### src/rtl/oclib_bc_async_1b_receiver.sv
// Sink end of the toggle-encoded serial byte channel: resynchronizes data[1:0], deserializes to bytes,
// acks each bit by XOR-state feedback; a full shift register withholds the ack so the source stalls.
module oclib_bc_async_1b_receiver #(
  parameter int SyncCycles = 3,
  parameter bit MsbFirst   = 1'b0
) (
  input  logic       clock,
  input  logic       reset,
  input  logic [1:0] in,
  output logic       inFb,
  output logic [8:0] out,
  input  logic       outFb,
  output logic       error,
  input  logic       errorClear
);

  logic [1:0] sync_q [SyncCycles];
  logic [1:0] s;
  logic [1:0] seen;
  logic [7:0] shift_q;
  logic [3:0] bit_count;
  logic       ack_q;
  logic [7:0] out_data;
  logic       out_valid;
  logic       err_q;

  logic p0, p1, accept, both, handoff;

  always_ff @(posedge clock) begin
    if (reset) begin
      for (int i = 0; i < SyncCycles; i++) sync_q[i] <= '0;
    end else begin
      sync_q[0] <= in;
      for (int i = 1; i < SyncCycles; i++) sync_q[i] <= sync_q[i-1];
    end
  end

  assign s       = sync_q[SyncCycles-1];
  assign p0      = s[0] ^ seen[0];
  assign p1      = s[1] ^ seen[1];
  assign accept  = (bit_count < 4'd8) && (p0 ^ p1);
  assign both    = p0 & p1;
  assign handoff = (bit_count == 4'd8) && (!out_valid || outFb);

  // On an accept the idle line already matches seen, so loading all of s is equivalent
  // to loading only the toggled bit; on an error it resynchronizes both lines at once.
  always_ff @(posedge clock) begin
    if (reset) begin
      seen      <= '0;
      shift_q   <= '0;
      bit_count <= '0;
      ack_q     <= 1'b0;
      out_data  <= '0;
      out_valid <= 1'b0;
      err_q     <= 1'b0;
    end else begin
      if (accept || both) begin
        seen  <= s;
        ack_q <= s[0] ^ s[1];
      end
      if (accept) begin
        shift_q   <= MsbFirst ? {shift_q[6:0], p1} : {p1, shift_q[7:1]};
        bit_count <= bit_count + 4'd1;
      end else if (handoff) begin
        bit_count <= '0;
      end
      if (handoff) begin
        out_data  <= shift_q;
        out_valid <= 1'b1;
      end else if (outFb) begin
        out_valid <= 1'b0;
      end
      if (both) begin
        err_q <= 1'b1;
      end else if (errorClear) begin
        err_q <= 1'b0;
      end
    end
  end

  assign inFb  = ack_q;
  assign out   = {out_data, out_valid};
  assign error = err_q;

endmodule

### config.mk
export PLATFORM = sky130hd
export DESIGN_NAME = oclib_bc_async_1b_receiver
export DESIGN_NICKNAME = d
export VERILOG_FILES = /design/src/rtl/oclib_bc_async_1b_receiver.sv
export SDC_FILE = /design/constraint.sdc
export NUM_CORES = 1
export LEC_CHECK = 0
export ABC_AREA = 1
export CORE_MARGIN = 3
export CORE_UTILIZATION = 59
export CTS_BUF_LIST = sky130_fd_sc_hd__clkbuf_2
export CTS_CLUSTER_DIAMETER = 40
export DETAILED_ROUTE_END_ITERATION = 7
export PLACE_DENSITY = 0.86
export SLEW_MARGIN = 20
export SYNTH_ARGS = -nofsm -noshare
export SYNTH_HDL_FRONTEND = slang
export SYNTH_SLANG_ARGS = --single-unit
export TNS_END_PERCENT = 100
### constraint.sdc
create_clock -name clock -period 3 [get_ports clock]
set_input_delay 0.6 -clock clock [delete_from_list [all_inputs] [get_ports clock]]
set_output_delay 0.6 -clock clock [all_outputs]
set_load 0.05 [all_outputs]
* After elaboration in Yosys (flattened, before gate mapping) *
Memories as Yosys holds them, arrays and structs flattened.
Cells that the tools add are included.

storage, ports and cells
  register bits = 25
  RAM bits = 6
  latch bits = 0
  input bits = 6
  output and inout bits = 11
  ROM bits = 0
  memories kept = 1
  logic and storage cells = 39

cells by class
  shift operators = 0
  reductions and logical operators = 8
  eq/ne operators = 1
  order comparisons = 1
  $add $sub $neg = 1
  $mul = 0
  div/mod/pow operators = 0
  muxes and demuxes = 12
  bitwise operators = 8

memories
  name    depth  bits a word  rd ports  clocked after memory_dff  write ports  RTL line  RTL
  sync_q  3      2            3         0                         3            17        logic [1:0] sync_q [SyncCycles];

operators by type and width
  operator               number
  $mux W4                2
  $mux W1                7
  $mux W2                3
  $reduce_bool A2 Y1     3
  $add A4 B1 Y4 const B  1
  $eq A4 B4 Y1 const B   1
  $lt A4 B4 Y1 const B   1
  $xor A1 B1 Y1          4
  $or A1 B1 Y1           3
  $logic_and A1 B1 Y1    2
  $logic_or A1 B1 Y1     2
  $and A1 B1 Y1          1
  $logic_not A1 Y1       1

* Longest topological paths before layout *
  word-level depth = 5
  mapped depth = 9
  gate-level depth less buffers = 8

* Worst setup path before layout *
Ideal clock, no wire load.

  kind = flip-flop to flip-flop
  start point = mem sync_q[2][1], in the netlist sync_q[0][5]
  end point = reg ack_q, in the netlist inFb
  slack = 1.616 ns
  library setup time = 0.066 ns
  period minus slack after synthesis = 1.384 ns
  data required time = 2.934 ns
  path buffers = 1
  stages on the path, launching flop included = 10
  data arrival time = 1.318 ns
  cell sequence = dfxtp_1 > xnor2_1 > inv_1 > ha_1 > nand2_2 > buf_6 > nand2_4 > inv_2 > nand2_1 > a21oi_2

RTL lines
  element               RTL line  RTL
  from (decl)           17
  to (signal assigned)  59        ack_q <= s[0] ^ s[1];
  to (decl)             22        logic ack_q;

* Worst setup path in the final report *
  start point = reg out_data[6]
  end point = out out[7]

RTL lines
  element                 RTL line  RTL
  from (decl)             23        logic [7:0] out_data;
  from (signal assigned)  68        out_data <= shift_q;
  to (decl)               11        output logic [8:0] out,

No word-level cell between the ends.

==> impl_metrics.env <==
export IMPL_drt_antenna_violating_nets=0
export IMPL_dieHeight_um=50.65
export IMPL_cts_root_buf="clkbuf_2"
export IMPL_setup_worst_path_start_class="flip-flop"
export IMPL_slowest_stage="clkdlybuf4s50_1"
export IMPL_worstPathRequired_ns=2.40
export IMPL_setup_tns_ns=0
export IMPL_final_layout_size_suffix_gt1_share_pct=11.04
export IMPL_dieArea_um2=2565
export IMPL_track_usage_pct=18.92
export IMPL_gp_congestion=0.7650
export IMPL_drtPass1Iterations=5
export IMPL_vias_per_cell=4.926
export IMPL_hp_class="reg -> reg"
export IMPL_cap_violations=0
export IMPL_worstPathMaxFanout=2
export IMPL_synth_seq_area_share_pct=52.77
export IMPL_maxSlewHeadroom_pct=65.64
export IMPL_grt_max_degree=19
export IMPL_core_area_um2=1802
export IMPL_path_buf_inv=1
export IMPL_ir_drop_v=0.0003079
export IMPL_cts_hold_buffers=0
export IMPL_layout_nets=171
export IMPL_status="complete, no violations"
export IMPL_tightest_slew_ns=0.5139
export IMPL_grt_pass1_wl_um=3512
export IMPL_htreeDepth=2
export IMPL_cp_data_arrival_time_ns=1.53
export IMPL_ff_latch_area_um2=620.6
export IMPL_yosysWarnings=0
export IMPL_drt_iter0_markers=26
export IMPL_syn_avg_cell_area_um2=8.111
export IMPL_dpl_cell_count=180
export IMPL_slew_violations=0
export IMPL_end_kind="output pin"
export IMPL_die_w_um=50.65
export IMPL_hpwlAfterDp_um=1473
export IMPL_worst_setup_path_type="reg -> out"
export IMPL_hold_viol_final=0
export IMPL_insertion_delay_ns=0.35
export IMPL_post_cts_setup_buffers=0
export IMPL_drcViolationCount=0
export IMPL_synth_area_um2=1176
export IMPL_drt_wl_total_um=2043
export IMPL_numCtsBuffers=5
export IMPL_slowest_delay_ns=0.81
export IMPL_fillers=145
export IMPL_multi_input_area_um2=440.4
export IMPL_ioPinCount=17
export IMPL_ys_seq_elements=31
export IMPL_antenna_found_initial=0
export IMPL_leakage_nw=0.5652
export IMPL_p_per_area_nw_per_um2=499.2
export IMPL_placementRows=15
export IMPL_portBuffers=16
export IMPL_setup_viol=0
export IMPL_cts_resized=0
export IMPL_num_vias=926
export IMPL_clk_path_buf_depth=2
export IMPL_fin_cells=188
export IMPL_clock_fmax_ghz=0.4701
export IMPL_syn_to_final_growth_pct=15.64
export IMPL_clock_sinks=31
export IMPL_cpLargestDelayFamily="buffers and inverters"
export IMPL_grt_pass1_vias=842
export IMPL_finalCritPeriodShare_pct=70.90
export IMPL_synthCells=145
export IMPL_yosysUniqueCellTypes=20
export IMPL_reg2reg_slack_ns=1.31
export IMPL_syn_nets=154
export IMPL_rsz0062_at_grt="false"
export IMPL_cts_tree="yes"
export IMPL_clock_skew_ns=0.01346
export IMPL_crit_chain="clkdlybuf4s50_1"
export IMPL_grt_overflow_total=0
export IMPL_start_util_pct=65.28
export IMPL_min_period_ns=2.127
export IMPL_hold_slack_ns=0.4143
export IMPL_antenna_cells=0
export IMPL_wl_per_cell_um=10.87
export IMPL_path_clk_slew_ns=0.15
-- synth_stat cells --
cell type / number / area share [%]
nor2_2: 1 / 0.53
nor2_1: 36 / 11
a21oi_2: 2 / 1.5
dfxtp_1: 31 / 53
nand2_1: 14 / 4.5
inv_2: 4 / 1.3
nand2_4: 1 / 0.96
inv_1: 14 / 4.5
nand3_1: 2 / 0.85
xnor2_1: 1 / 0.74
a21oi_1: 8 / 3.4
buf_4: 2 / 1.3
nand4_1: 1 / 0.53
buf_2: 2 / 0.85
o21ai_0: 11 / 4.7
ha_1: 3 / 3.2
nand2_2: 2 / 1.1
o21ai_1: 6 / 2.6
buf_6: 2 / 1.9
xor2_1: 2 / 1.5
-- worst register-to-register path: stages (launching register included) --
cell and delay [ns]:
dfxtp_1 0.40, xnor2_1 0.16, inv_1 0.07, ha_1 0.29, nand2_2 0.16, inv_2 0.24
nand4_1 0.14, a21oi_1 0.16
-- through the flow --
| stage | power [W] | area, um^2 | setup slack [ns] | utilization [%] |
|---|---|---|---|---|
| 2_1_floorplan | 0.0004805 | 1176 | 1.616 | - |
| 3_3_place_gp | 0.0004899 | 1320 | 1.071 | 73.26 |
| 3_5_place_dp | 0.0004935 | 1320 | 1.032 | 73.26 |
| 4_1_cts | 0.0006870 | 1360 | 0.8441 | 75.49 |
| 5_1_grt | 0.0007162 | 1360 | 0.8090 | 75.49 |
| 6_report | 0.0006790 | 1360 | 0.8729 | 75.49 |
-- sequential cells by signal, indices dropped and copies added (netlist names) --
register	flops
bit_count	4
error	1
inFb	1
out_data	8
out_valid	1
seen	2
shift_q	8
sync_q	6
-- final timing paths --
check | start | endpoint | cells after the start
min | sync_q[0][2] | sync_q[0][4] | 2
min reg2reg | sync_q[0][2] | sync_q[0][4] | 2
max reg2reg | sync_q[0][5] | bit_count[3] | 7
max | out_data[6] | out[7] | 1
-- power breakdown --
part           switching [W]  internal [W]  leakage [nW]
clock network       0.000130     0.0000637        0.0330
logic              0.0000300     0.0000202         0.280
registers         0.00000926      0.000425         0.252
-- cell usage in the layout (no fill, tap or decap) --
cell and instances:
o21ai_1 6, nand2_2 2, xnor2_1 1, dfxtp_1 31, nor2_1 36, nor2_2 1
a21oi_1 8, clkbuf_2 7, inv_1 14, nand3_1 2, inv_2 4, a21oi_2 2
clkinv_2 1, xor2_1 2, nand2_1 14, nand4_1 1, o21ai_0 11, clkdlybuf4s50_1 16
ha_1 3, nand2_4 1
-- per-layer routing --
layer  part of all wire (%)  up-vias  GRT usage (%)
li1                       -      480              -
met2                     50       25          30.43
met1                     41      417          20.22
met5                      0        -              0
met3                    6.7        4          8.902
met4                    1.6        0          10.76
-- cell type report --
type / instances / area share [%]
Multi-Input combinational cell: 90 / 32.38
Tap cell: 25 / 2.300
Inverter: 18 / 4.968
Clock inverter: 1 / 0.3680
Clock buffer: 7 / 2.576
Sequential cell: 31 / 45.63
Timing Repair Buffer: 16 / 11.78
-- cells by family (layout without fill, tap and decap cells) --
logic type | after synthesis | in the layout | share of synthesized area, %
simple gates | 57 | 57 | 19.89
flops | 31 | 31 | 52.77
compound gates | 27 | 27 | 12.13
fa+ha+maj | 3 | 3 | 3.192
buf+inv | 24 | 42 | 9.786
xor+xnor | 3 | 3 | 2.234
Power figures use the tool's default switching activity.
